## src/rtl/bus_arbiter.sv

```systemverilog
// bus_arbiter: two-master arbiter with bounded bursts in front of a synchronous single-port memory.
// Grants are combinational; read responses return one cycle later through a registered pending flag.
module bus_arbiter #(
  parameter int AW = 32,
  parameter int DW = 32,
  parameter int MAX_BURST = 4
) (
  input  logic          clk,
  input  logic          clrn,
  input  logic          m0_req,
  input  logic          m1_req,
  input  logic          m0_we,
  input  logic          m1_we,
  input  logic [AW-1:0] m0_addr,
  input  logic [AW-1:0] m1_addr,
  input  logic [DW-1:0] m0_wdata,
  input  logic [DW-1:0] m1_wdata,
  output logic          m0_gnt,
  output logic          m1_gnt,
  output logic          m0_rvalid,
  output logic          m1_rvalid,
  output logic [DW-1:0] m0_rdata,
  output logic [DW-1:0] m1_rdata,
  output logic          mem_en,
  output logic          mem_we,
  output logic [AW-1:0] mem_addr,
  output logic [DW-1:0] mem_wdata,
  input  logic [DW-1:0] mem_rdata
);
  localparam logic [3:0] MB = 4'(MAX_BURST);
  logic       owner;
  logic [3:0] burst_cnt;
  logic       pend;
  logic       pend_id;
  logic       any;
  logic       sel;
  logic       gnt;
  always_comb begin
    any = m0_req | m1_req;
    sel = (m0_req & m1_req) ? ((burst_cnt < MB) ? owner : ~owner) : m1_req;
    gnt = clrn & any;
    m0_gnt = gnt & ~sel;
    m1_gnt = gnt & sel;
    mem_en = gnt;
    mem_we = gnt & (sel ? m1_we : m0_we);
    mem_addr = gnt ? (sel ? m1_addr : m0_addr) : '0;
    mem_wdata = gnt ? (sel ? m1_wdata : m0_wdata) : '0;
  end
  // pend is cleared asynchronously so a read caught by reset never answers
  always_ff @(posedge clk or negedge clrn) begin
    if (!clrn) begin
      owner <= 1'b0;
      burst_cnt <= '0;
      pend <= 1'b0;
      pend_id <= 1'b0;
    end else begin
      pend <= gnt & ~mem_we;
      pend_id <= sel;
      if (!any)
        burst_cnt <= '0;
      else if (sel == owner)
        burst_cnt <= (burst_cnt == 4'hf) ? 4'hf : burst_cnt + 4'd1;
      else begin
        owner <= sel;
        burst_cnt <= 4'd1;
      end
    end
  end
  assign m0_rvalid = pend & ~pend_id;
  assign m1_rvalid = pend & pend_id;
  assign m0_rdata = mem_rdata;
  assign m1_rdata = mem_rdata;
endmodule

```

## config.mk

```make
export PLATFORM = sky130hd
export DESIGN_NAME = bus_arbiter
export DESIGN_NICKNAME = d
export VERILOG_FILES = /design/src/rtl/bus_arbiter.sv
export SDC_FILE = /design/constraint.sdc
export NUM_CORES = 1
export LEC_CHECK = 0
export ABC_AREA = 0
export BUFFER_PORTS_ARGS = -buffer_cell sky130_fd_sc_hd__buf_4
export CAP_MARGIN = 0
export CORE_AREA = 2 2 118 120
export DETAILED_ROUTE_END_ITERATION = 10
export DIE_AREA = 0 0 120 122
export PLACE_DENSITY = 0.45
export SLEW_MARGIN = 5
export SYNTH_ARGS = -nofsm -noshare
export SYNTH_HDL_FRONTEND = slang
export SYNTH_SLANG_ARGS = --single-unit
export TNS_END_PERCENT = 100
```

## constraint.sdc

```tcl
create_clock -name clk -period 1.7 [get_ports clk]
set_input_delay 0 -clock clk [delete_from_list [all_inputs] [get_ports clk]]
set_output_delay 0 -clock clk [all_outputs]
set_load 0.01 [all_outputs]
```

==> metrics.txt <==
result of the run=finished with violations; violations in the final reports=setup timing; clock-pin slew reported for the worst setup and hold paths after clock tree synthesis=roughly 0.040 ns; first-pass GRT wire length=roughly 10 mm; part of the cycle the worst path needs=1.032; count of pins on the block boundary=300; Post CTS Setup Buffer Count=0; setup repair after global routing missed its margin=yes; slowest stage cell on the critical path=sky130_fd_sc_hd__o311a_4; width of the die=120 um; Final setup violation count=65; CTS tree=built; peak supply drop=0.2615 mV; share of post-route cells with drive strength above 1=0.7064; count of buffer and inverter cells on the critical path=2; Worst setup EP type=output port; post-synth cell types=27; count of unresolved DRC violations after routing=0; Hold Path Origin=mem_rdata[14]; routed vias=2175; internal power consumption=1.223 mW; floorplan row count=43; initial core utilization=0.1257; clock net sink count=7; Post-Syn Nets=366; number of antenna violations at the first check in global routing=0; Area growth, synth to finish=88.14%; ratio of total power to cell area=593.0 mW/mm2; half-perimeter wire length of the detailed placement result=~5.5 mm; CTS Buf Count=3; combinational power share=0.669; Detailed Routing Iterations Pass 1=4; Std-Cell Core Area=between 0.01 and 0.015 mm2; portion of total power attributed to the clock network=0.211; maximum clock skew at final layout=approximately 0.00037 ns; number of warning messages in the yosys log=0; hold violation total from the final report=0; total of flip-flops plus latches after synthesis=7; Placed Instances=502; Period minus WS final=1.755 ns; clock latency of the later-clocked register in the worst-skew pair=0.23 ns; via count of the first global-routing pass=2065; leakage power figure=1.532 nW; max capacitance violation total=0; total die area=approximately 0.015 mm2; net switching power=0.6716 mW; average wire per cell in the routed design=14.74 um; routed wire length=7.475 mm; die extent in y=122 um; synthesized instance count=199; startpoint class of the critical path=register; Min-Delay Endpoint=m0_rdata[14]; post-synthesis area per instance=between 8 and 9 um2; root buffer cell=sky130_fd_sc_hd__clkbuf_16; overall overflow remaining after global route=0; PortBufs=203; critical register-to-register path startpoint=burst_cnt[3]; antenna-violating nets left=0; share of synthesized flip-flops with an asynchronous set or reset=1.000; diodes inserted=0; slowest cell delay on critical path=0.39 ns; max-slew violations=0; worst-case clock buffer depth=2; Core Util, Final=0.2365; Achievable Freq=0.5697 GHz; RR Endpoint=pend; slew of the pin with the lowest slew margin=0.3039 ns; number of flops mapped to enable cells by yosys=0; maximum number of pins on one net before global-route repair=67; endpoint arrival time on the critical path=1.76 ns; H-tree levels=1; total track usage=0.08778; min setup slack post-route=-0.05522 ns; most used flip-flop cell after synthesis=sky130_fd_sc_hd__dfrtp_1; cell family with most CP delay=compound AO/OA/AOI/OAI gates; total of fill cells in the finished design=around 1500; switch share=0.3546; number of DRC markers after the initial detailed-route iteration=between 70 and 80; netlist area before placement=about 0.0017 mm2; depth of the worst hold-timing path=0; share of total power in sequential cells=0.120; kind of critical path=reg -> out; total number of nets in the final design=495; internal reg-to-reg setup slack=~0.20 ns; sequential fraction of the synthesis area=0.1032; worst hold path class=in -> out; critical path, cell by cell=o21a_1 > o311a_4 > buf_12 > a32o_2 > buf_4; post-route non-filler standard cell count=~510; Worst Path Max Fanout=35; post-DR vias/cell=4.290; critical path required time=approximately 1.7 ns; depth of the most critical reg-to-reg path=4; Relative slew margins=0.7974; final weighted congestion in routability-driven placement=roughly 0.69
## power by group through the flow
stage | Combinational (mW) | Clock [mW] | Sequential, mW
6_report | 1.27 | 0.400 | 0.227
3_3_place_gp | 1.19 | 0 | 0.225
5_1_grt | 1.36 | 0.420 | 0.232
4_1_cts | 1.27 | 0.408 | 0.227
2_1_floorplan | 0.707 | 0 | 0.226
3_5_place_dp | 1.20 | 0 | 0.227
## how the worst max path moves through the flow
stage / start / endpoint / slack [ns] / cells after the start
2_1_floorplan: burst_cnt[2] / mem_addr[23] / 0.27 / 5
3_3_place_gp: burst_cnt[3] / mem_addr[3] / 0.15 / 6
3_5_place_dp: burst_cnt[3] / mem_addr[8] / 0.13 / 6
4_1_cts: burst_cnt[3] / mem_addr[8] / -0.07 / 5
5_1_grt: burst_cnt[3] / mem_wdata[8] / -0.13 / 6
6_report: burst_cnt[3] / mem_wdata[25] / -0.06 / 5
## registers in the layout (all words and copies together) (netlist names)
register	cells
burst_cnt	4
owner	1
pend	1
pend_id	1
## synth_stat cells, drive strengths merged (2+ instances only)
master   n  area, um2
a32o    66      660.6
nand3    4      20.02
o21ai    5      25.02
a31oi    3      18.77
inv      3      11.26
nor2     2      7.510
clkbuf   6      22.52
and2     3      18.77
buf     83      601.8
a21oi    3      15.01
nand3b   2      15.01
nor2b    2      12.51
dfrtp    7      175.2
## kinds of logic after synthesis
family	Yosys count	share of synthesized area
AO/OA/AOI/OAI	80	0.4392
flip-flops	7	0.1032
adder cells (fa/ha/maj)	1	0.007368
buffers and inverters	92	0.3744
multiplexers	1	0.006632
AND/OR/NAND/NOR	18	0.06927
## area by class of cell
type / instances / area (um2) / share of cell area
Sequential cell: 7 / 175.2 / 0.05484
Multi-Input combinational cell: 100 / 930.9 / 0.2914
Timing Repair Buffer: 213 / 1773 / 0.5550
Clock buffer: 4 / 78.83 / 0.02468
Inverter: 3 / 11.26 / 0.003525
Tap cell: 180 / 225.2 / 0.07051
## placed cells by master, fill, tap and decap left out, drive strengths merged
cell         instances
a21oi                3
a221oi               1
a31oi                3
a32o                66
and2                 3
and3                 1
buf                212
clkbuf               4
dfrtp                7
dlygate4sd3          1
ha                   1
inv                  3
mux2                 1
nand2b               1
nand3                4
nand3b               2
nor2                 2
nor2b                2
nor3                 1
o21a                 1
o21ai                5
o311a                1
or4b                 1
or4bb                1
## routing by layer
layer	global-route usage	vias to the layer above	part of all wire
met5	0	-	0
met4	0.01618	0	0.010
met3	0.02856	10	0.12
met2	0.1811	171	0.54
met1	0.08394	994	0.33
li1	-	1000	-
## timing repair
action / CTS / global route
gates resized for setup: 32 / 10
hold buffers: 1 / 0
hold endpoints to repair: 7 / 0
endpoints found under the setup margin: 65 / 66
## stage by stage
stage | hold WS (ns) | cell area, um2 | total power, mW | setup TNS [ns] | setup slack (ns)
finish | 0.000004103 | 3194 | 1.894 | -2.080 | -0.05522
global route | 0.00002253 | 3194 | 2.013 | -6.639 | -0.1258
CTS | 0.0001061 | 3179 | 1.908 | -2.650 | -0.06611
detailed placement | -0.1671 | 2967 | 1.426 | 0 | 0.1342
global placement | -0.1663 | 2967 | 1.414 | 0 | 0.1474
floorplan | -0.2956 | 1698 | 0.9338 | 0 | 0.2742
Power figures use the tool's default switching activity.
